--- src/rtl/mem_read_arbiter_rr_if.sv ---
// rtl/mem_read_arbiter_rr_if.sv - client miss ports and shared memory read port of the round-robin read arbiter
interface mem_read_arbiter_rr_if #(
   parameter int N_CLIENTS  = 4,
   parameter int ADDR_WIDTH = 16,
   parameter int DWIDTH     = 20
);
   logic [N_CLIENTS-1:0]            req_valid;
   logic [N_CLIENTS*ADDR_WIDTH-1:0] req_addr;
   logic [N_CLIENTS-1:0]            req_ready;
   logic [DWIDTH-1:0]               req_data;
   logic                            mem_en;
   logic [ADDR_WIDTH-1:0]           mem_addr;
   logic [DWIDTH-1:0]               mem_rdata;

   modport master (
      output req_valid, req_addr, mem_rdata,
      input  req_ready, req_data, mem_en, mem_addr
   );

   modport slave (
      input  req_valid, req_addr, mem_rdata,
      output req_ready, req_data, mem_en, mem_addr
   );
endinterface

--- src/rtl/mem_read_arbiter_rr.sv ---
// rtl/mem_read_arbiter_rr.sv - round-robin sharing of one pipelined read-only memory port among cache miss ports
module mem_read_arbiter_rr #(
   parameter int N_CLIENTS   = 4,
   parameter int ADDR_WIDTH  = 16,
   parameter int DWIDTH      = 20,
   parameter int MEM_LATENCY = 2
) (
   input logic                  clk,
   input logic                  rst,
   mem_read_arbiter_rr_if.slave bus
);
   localparam int PW = $clog2(N_CLIENTS);

   logic [PW-1:0]          ptr;
   logic [PW-1:0]          gnt;
   logic [PW-1:0]          scan_idx;
   logic                   gnt_any;
   logic [N_CLIENTS-1:0]   busy;
   logic [N_CLIENTS-1:0]   eligible;
   logic [N_CLIENTS-1:0]   gnt_onehot;
   logic [N_CLIENTS-1:0]   done_mask;
   logic [N_CLIENTS-1:0]   ready_raw;
   logic [ADDR_WIDTH-1:0]  gnt_addr;
   logic [MEM_LATENCY:1]   tag_vld;
   logic [PW-1:0]          tag_id [1:MEM_LATENCY];

   assign eligible = bus.req_valid & ~busy;

   always_comb begin
      gnt      = '0;
      gnt_any  = 1'b0;
      scan_idx = '0;
      for (int k = 1; k <= N_CLIENTS; k++) begin
         scan_idx = PW'((int'(ptr) + k) % N_CLIENTS);
         if (!gnt_any && eligible[scan_idx]) begin
            gnt     = scan_idx;
            gnt_any = 1'b1;
         end
      end
   end

   always_comb begin
      gnt_onehot = '0;
      gnt_addr   = '0;
      done_mask  = '0;
      for (int i = 0; i < N_CLIENTS; i++) begin
         if (gnt_any && gnt == PW'(i)) begin
            gnt_onehot[i] = 1'b1;
            gnt_addr      = bus.req_addr[i*ADDR_WIDTH +: ADDR_WIDTH];
         end
         // The last stage marks the data cycle; busy drops at its end.
         if (tag_vld[MEM_LATENCY] && tag_id[MEM_LATENCY] == PW'(i))
            done_mask[i] = 1'b1;
      end
   end

   generate
      if (MEM_LATENCY == 1) begin : g_ready_now
         assign ready_raw = gnt_onehot;
      end else begin : g_ready_pipe
         always_comb begin
            ready_raw = '0;
            for (int i = 0; i < N_CLIENTS; i++)
               if (tag_vld[MEM_LATENCY-1] && tag_id[MEM_LATENCY-1] == PW'(i))
                  ready_raw[i] = 1'b1;
         end
      end
   endgenerate

   always_ff @(posedge clk) begin
      if (rst) begin
         ptr     <= PW'(N_CLIENTS - 1);
         busy    <= '0;
         tag_vld <= '0;
         for (int k = 1; k <= MEM_LATENCY; k++)
            tag_id[k] <= '0;
      end else begin
         if (gnt_any)
            ptr <= gnt;
         busy       <= (busy & ~done_mask) | gnt_onehot;
         tag_vld[1] <= gnt_any;
         tag_id[1]  <= gnt;
         for (int k = 2; k <= MEM_LATENCY; k++) begin
            tag_vld[k] <= tag_vld[k-1];
            tag_id[k]  <= tag_id[k-1];
         end
      end
   end

   // Gate combinational outputs so nothing leaks out while reset is held.
   assign bus.mem_en    = gnt_any & ~rst;
   assign bus.mem_addr  = rst ? '0 : gnt_addr;
   assign bus.req_ready = rst ? '0 : ready_raw;
   assign bus.req_data  = bus.mem_rdata;
endmodule

--- src/flat_wrapper.sv ---
// flat-port wrapper written by rule: the top's interface ports become plain ports
module mem_read_arbiter_rr_flat 
#(
   parameter int N_CLIENTS   = 4,
   parameter int ADDR_WIDTH  = 16,
   parameter int DWIDTH      = 20,
   parameter int MEM_LATENCY = 2
)
  (clk, rst, bus_req_valid, bus_req_addr, bus_mem_rdata, bus_req_ready, bus_req_data, bus_mem_en, bus_mem_addr);
  mem_read_arbiter_rr_if #(.N_CLIENTS(N_CLIENTS), .ADDR_WIDTH(ADDR_WIDTH), .DWIDTH(DWIDTH)) bus_i ();
  input logic clk;
  input logic rst;
  input wire logic [$bits(bus_i.req_valid)-1:0] bus_req_valid;
  input wire logic [$bits(bus_i.req_addr)-1:0] bus_req_addr;
  input wire logic [$bits(bus_i.mem_rdata)-1:0] bus_mem_rdata;
  output wire logic [$bits(bus_i.req_ready)-1:0] bus_req_ready;
  output wire logic [$bits(bus_i.req_data)-1:0] bus_req_data;
  output wire logic [$bits(bus_i.mem_en)-1:0] bus_mem_en;
  output wire logic [$bits(bus_i.mem_addr)-1:0] bus_mem_addr;
  assign bus_i.req_valid = bus_req_valid;
  assign bus_i.req_addr = bus_req_addr;
  assign bus_i.mem_rdata = bus_mem_rdata;
  assign bus_req_ready = bus_i.req_ready;
  assign bus_req_data = bus_i.req_data;
  assign bus_mem_en = bus_i.mem_en;
  assign bus_mem_addr = bus_i.mem_addr;
  mem_read_arbiter_rr #(.N_CLIENTS(N_CLIENTS), .ADDR_WIDTH(ADDR_WIDTH), .DWIDTH(DWIDTH), .MEM_LATENCY(MEM_LATENCY)) u_core (.clk(clk), .rst(rst), .bus(bus_i));
endmodule
--- config.mk ---
export PLATFORM = sky130hd
export DESIGN_NAME = mem_read_arbiter_rr_flat
export DESIGN_NICKNAME = d
export VERILOG_FILES = /design/src/rtl/mem_read_arbiter_rr_if.sv /design/src/rtl/mem_read_arbiter_rr.sv /design/src/flat_wrapper.sv
export SDC_FILE = /design/constraint.sdc
export NUM_CORES = 1
export LEC_CHECK = 0
export CAP_MARGIN = 10
export CORE_UTILIZATION = 29
export CTS_CLUSTER_SIZE = 24
export DETAILED_ROUTE_END_ITERATION = 7
export PLACE_DENSITY_LB_ADDON = 0.3
export SYNTH_ARGS = -nofsm -noshare
export SYNTH_HDL_FRONTEND = slang
export SYNTH_SLANG_ARGS = --single-unit
--- constraint.sdc ---
create_clock -name clk -period 2.2 [get_ports clk]
set_input_delay 0.44 -clock clk [delete_from_list [all_inputs] [get_ports clk]]
set_output_delay 0.44 -clock clk [all_outputs]
set_load 0.01 [all_outputs]
==> results of run 1 <==
## worst register-to-register path, cell delays in order, from the launching register on
cell	delay, ns
dfxtp_2	0.32
nand2b_4	0.14
buf_6	0.12
buf_6	0.11
buf_4	0.13
and2_1	0.16
and3_2	0.23
buf_4	0.14
a211o_1	0.28
## per-layer routing
metal / share of wire, % / track usage [%] / vias up
met5: 0 / 0 / -
met4: 0.15 / 2.34 / 0
met3: 6.7 / 4.83 / 2
met2: 52 / 38.7 / 71
met1: 41 / 26.4 / 755
li1: - / - / 790
## sequential cells by signal, indices dropped and copies added, names as in the netlist
signal / count
u_core.ptr: 2
u_core.busy: 4
u_core.tag_vld: 2
u_core.tag_id: 4
## power groups by stage
stage | logic, mW | clock network [mW] | registers (mW)
4_1_cts | 0.944 | 0.196 | 0.276
6_report | 1.00 | 0.192 | 0.278
5_1_grt | 1.07 | 0.206 | 0.281
3_5_place_dp | 0.831 | 0 | 0.275
2_1_floorplan | 0.460 | 0 | 0.269
3_3_place_gp | 0.826 | 0 | 0.274
## layout make-up
cell class | instances | area (sq um)
Sequential cell | 12 | 245
Inverter | 1 | 3.75
Multi-Input combinational cell | 109 | 885
Clock buffer | 3 | 41.3
Tap cell | 50 | 62.6
Timing Repair Buffer | 139 | 1290
Fill cell | 378 | 1560
## through the flow
| step | power, mW | cells | worst slack, ns | cell area (sq um) |
|---|---|---|---|---|
| final | 1.47 | 314 | -0.268 | 2520 |
| after global routing | 1.56 | 314 | -0.385 | 2520 |
| after CTS | 1.42 | 306 | -0.336 | 2450 |
| after detailed placement | 1.11 | 288 | -1.42 | 2230 |
| after global placement | 1.10 | 288 | -1.43 | 2230 |
| after floorplan | 0.729 | 154 | 0.107 | 1260 |
## cells by family after synthesis
family,after synthesis,share of synthesized area (%)
AND/OR/NAND/NOR,55,23.6
AO/OA/AOI/OAI,54,38.5
flip-flops,12,19.0
buffers and inverters,33,18.9
## final timing paths
check,from,end,slack (ns)
worst min register to register,u_core.busy[2],u_core.busy[2],0.50
worst min-delay path,u_core.busy[2],u_core.busy[2],0.50
worst max register to register,u_core.busy[2],u_core.ptr[1],0.45
worst max-delay path,u_core.ptr[1],bus_mem_addr[14],-0.27
## cell usage after synthesis, types with 2 or more instances
| cell type | count |
|---|---|
| nand3b_1 | 2 |
| nor2_1 | 27 |
| buf_6 | 4 |
| buf_2 | 2 |
| a21oi_1 | 8 |
| nor2b_1 | 6 |
| dfxtp_1 | 12 |
| clkbuf_1 | 4 |
| nand2_1 | 5 |
| a222oi_1 | 16 |
| a21oi_2 | 2 |
| nand2b_2 | 4 |
| a211oi_1 | 17 |
| buf_4 | 22 |
## repair_timing
action | in CTS | in global routing
gates cloned | 2 | 2
setup endpoints to repair | 21 | 17
setup buffers | 13 | 9
resized for setup | 118 | 18
pin swaps | 41 | 26
==> out/results.ini, run 1 <==
[sta]
tightestPinTransition_ns=0.379
relSlewSlack_pct=74.6
setup_viol=16
slew_violations=0
fin_crit_ns=2.47
fin_crit_sh_pct=112
whs_ns=0.497
finClkSkew_ns=0.00111
tns_ns=-3.49
fmax_ghz=0.405
rsz0062_at_grt=true
worst_slack_ns=-0.268
hold_viol=0

[logic_synthesis]
async_flop_share_pct=0
synth_area_leaders=dfxtp_1, buf_4, a222oi_1, a211oi_1, nor2_1
synth_edf_count=0
synth-seq-cells=12
avgSynthCellArea_sq_um=8.21
synth_cells=154
syn-num-nets=244
seq_area_frac_synth_pct=19.0
synth_top_area_cell=dfxtp_1
synthesis.area_sq_um=1260
yosys_warnings=0
synthFlopType=dfxtp_1
synth_cell_type_count=37
yosysTopAreaCellShare_pct=19.0

[place]
dp_hpwl_um=3560
gp_congestion=0.863
io_buffers=90

[route]
viasPerCell=5.15
drt-pass1-iter-count=5
drt-initial-drc-count=130
detail_route.wirelength_um=5200
antenna_left=0
wire_per_inst_um=16.5
dr_total_vias=1618
route.detailed.drc=0

[cells_and_area]
final_common_cell=clkdlybuf4s50_1
nets=356
final_util_pct=61.8
mostFrequentLayoutCells=clkdlybuf4s50_1, buf_4, nor2_1
drive_gt1_share_pct=40.2
n_antenna_cell=0
area_growth_pct=99.6

[cts]
cts.sinks=12
path_clk_slew_ns=0.05
clk_latency_ns=0.24
cts_tree=built
clockBufferDepth=2
clockRootBuffer=clkbuf_8
cts_made_buffers=3
cts_max_level=1
cts_hold_buffers=0

[critical_path]
arrival_ns=2.03
cp_max_fo=9
cp.required_ns=1.76
slowest_stage=dfxtp_2
slowest_delay_ns=0.32
cp-start-kind=flop
critPathKind=reg2out
cp_common_cell=buf_6
cp.depth=11
critical_path_buf_inv_count=6
critPathTopFamily=buffers and inverters
worst_r2r_path_depth=8
cp_cell_sequence=buf_6, buf_8, buf_6, nand3b_4, a21oi_4, a211oi_4, buf_6, buf_4, a222oi_1, a211oi_1, buf_2
end_kind=primary output

[global_route]
antenna_found_initial=0
grt_max_degree=27
grt_use_total_pct=21.5
grt_pass1_wl_um=7490
grt_overflow=0
grt_pass1_vias=1543

[die]
start_util_pct=31.0
die_area_sq_um=4630
io_pins=131
core_area_sq_um=4090
die-height_um=68.0
num_rows=23
die_w_um=68.0

[pwr]
comb_power_share_pct=68.1
p_leak_nw=1.08
clockPowerShare_pct=13.0
netSwitchingFraction_pct=35.6
internal_power_mw=0.948
p_switching_mw=0.524
power-per-cell-area_nw_per_um2=583
seqPwrFrac_pct=18.9
ir_drop_mv=0.294

[flow_run]
maxCapViolations=0

[outcome]
status=finished, violations left
failed_checks=setup timing

[worst_hold_path]
holdPathStages=2
hp-class=reg2reg

Note: power is estimated with default switching activity, not from simulation.
==> inputs of run 2 (changes only) <==
TNS_END_PERCENT = 1   (was not set)
==> out/results.ini, run 2 (synthesis results as in run 1) <==
[outcome]
status=finished, violations left
failed_checks=setup timing

[critical_path]
cp.required_ns=1.76  ; about the same
r2r-start=u_core.busy[3]
end_kind=primary output
cp-start-kind=flop
cp_cell_sequence=or3b_4, a21oi_4, nor3_4, buf_12, a222oi_1, a211oi_1, buf_2
r2r-end=u_core.ptr[1]
critPathKind=reg2out
slowest_delay_ns=0.41  ; +0.09 ns
slowest_stage=or3b_4
rrSetupSlack_ns=0.56  ; +0.11 ns
cp_max_fo=10  ; +1
arrival_ns=2.00  ; -0.03 ns
worst_r2r_path_depth=7  ; -1

[sta]
hold_viol=0  ; unchanged
worst_slack_ns=-0.237  ; +0.0312 ns
fin_crit_ns=2.44  ; -0.0312 ns
rsz0062_at_grt=true
fin_crit_sh_pct=111  ; -1.4 points
setup_viol=16  ; unchanged
slew_violations=0  ; unchanged
tightestPinTransition_ns=0.371  ; -0.00792 ns
fmax_ghz=0.410  ; +1.3%
finClkSkew_ns=0.00106  ; -0.0000530 ns
relSlewSlack_pct=75.1  ; +0.53 points

[die]
die_w_um=68.0  ; unchanged
io_pins=131  ; unchanged
num_rows=23  ; unchanged
die-height_um=68.0  ; unchanged
start_util_pct=31.0  ; unchanged
core_area_sq_um=4090  ; unchanged
die_area_sq_um=4630  ; unchanged

[cts]
cts_max_level=1  ; unchanged
clockBufferDepth=2  ; unchanged
path_clk_slew_ns=0.05  ; about the same
cts_tree=built
clockRootBuffer=clkbuf_8
cts_made_buffers=3  ; unchanged
cts.sinks=12  ; unchanged
clk_latency_ns=0.23  ; about the same

[flow_run]
maxCapViolations=0  ; unchanged

[route]
dr_total_vias=1534  ; -5.2%
viasPerCell=5.08  ; -1.4%
route.detailed.drc=0  ; unchanged
detail_route.wirelength_um=4620  ; -11%
antenna_left=0  ; unchanged
wire_per_inst_um=15.3  ; -7.7%
drt-pass1-iter-count=6  ; +1
drt-initial-drc-count=91  ; -30%

[cells_and_area]
area_growth_pct=86.1
top_regs=u_core.busy x4, u_core.tag_id x4
mostFrequentLayoutCells=clkdlybuf4s50_1, nor2_1, buf_4
drive_gt1_share_pct=34.1  ; -6.0 points
final_common_cell=clkdlybuf4s50_1
n_antenna_cell=0  ; unchanged
nFillCells=398  ; +5.3%
nets=344  ; -3.4%
fin_area_sq_um=2350  ; -6.8%

[pwr]
power-per-cell-area_nw_per_um2=573  ; -1.8%
p_leak_nw=0.991  ; -8.5%
ir_drop_mv=0.293  ; -0.41%
finalPower_mw=1.35  ; -8.4%

[global_route]
grt_use_met2_pct=37.9  ; -0.86 points
grt_use_met3_pct=4.83  ; unchanged
grt_use_total_pct=20.8  ; -0.69 points
top_usage_layer=met2
grt_pass1_wl_um=7220  ; -3.5%
antenna_found_initial=0  ; unchanged
grt_pass1_vias=1508  ; -2.3%
grt_max_degree=27  ; unchanged
use_met1_pct=25.1  ; -1.3 points
grt_overflow=0  ; unchanged

[place]
io_buffers=90  ; unchanged
gp_congestion=0.863  ; unchanged
dp_hpwl_um=3560  ; unchanged
dpl_cell_area_sq_um=2230  ; unchanged

[worst_hold_path]
holdPathStages=2  ; unchanged
hp-class=reg2reg
min_to=u_core.busy[2]
worstHoldStart=u_core.busy[2]

-- run 2: changes by cell type in the layout (fill, tap and decap cells not counted), sizes merged --
cell,delta
clkdlybuf4s15,+1
buf,-10
clkbuf,-3
-- run 2: through the flow --
step	cells	worst slack, ns	hold slack, ns	setup TNS (ns)	util (%)
after floorplan	154	0.107	0.439	0	-
after global placement	288	-1.43	0.476	-22.40	54.5
after detailed placement	288	-1.42	0.492	-22.97	54.5
after CTS	301	-0.341	0.513	-3.67	57.8
after global routing	302	-0.330	0.520	-4.50	57.6
final	302	-0.237	0.486	-2.93	57.6
-- run 2: metal layers --
layer,up-vias,part of all wire (%)
li1,766,-
met1,694,40
met2,74,52
met3,0,8.0
met4,0,0
met5,-,0
-- run 2: final cells by class --
class	count	area (sq um)	share of cell area [%]
Inverter	1	3.75	0.159
Sequential cell	12	245	10.4
Multi-Input combinational cell	109	840	35.7
Tap cell	50	62.6	2.66
Clock buffer	3	41.3	1.75
Timing Repair Buffer	127	1160	49.3
-- run 2: timing repair --
item	in CTS	in global routing
hold buffers	0	0
pin swaps	35	16
gates resized for setup	115	4
setup buffers	9	2
endpoints found under the setup margin	21	17
cloned	1	0
-- run 2: how the worst max path moves through the flow --
stage / startpoint / end / slack, ns / cells past startpoint
2_1_floorplan: bus_req_valid[1] / bus_mem_addr[10] / 0.11 / 6
3_3_place_gp: bus_req_valid[1] / bus_mem_addr[8] / -1.43 / 7
3_5_place_dp: bus_req_valid[1] / bus_mem_addr[8] / -1.42 / 7
4_1_cts: u_core.ptr[1] / bus_mem_addr[11] / -0.34 / 9
5_1_grt: u_core.ptr[1] / bus_mem_addr[8] / -0.33 / 8
6_report: u_core.busy[1] / bus_mem_addr[10] / -0.24 / 7
-- run 2: where the power goes --
| part | internal, mW | total (mW) | switching, mW |
|---|---|---|---|
| clock | 0.120 | 0.190 | 0.0704 |
| combinational | 0.502 | 0.881 | 0.379 |
| sequential | 0.252 | 0.277 | 0.0244 |
| total | 0.874 | 1.35 | 0.474 |
-- run 2: critical path, delay by kind of cell, from the launching register on --
family	cells	cell delay (ns)
AND/OR/NAND/NOR	2	0.48
flip-flops	1	0.32
buffers and inverters	2	0.29
AO/OA/AOI/OAI	3	0.67
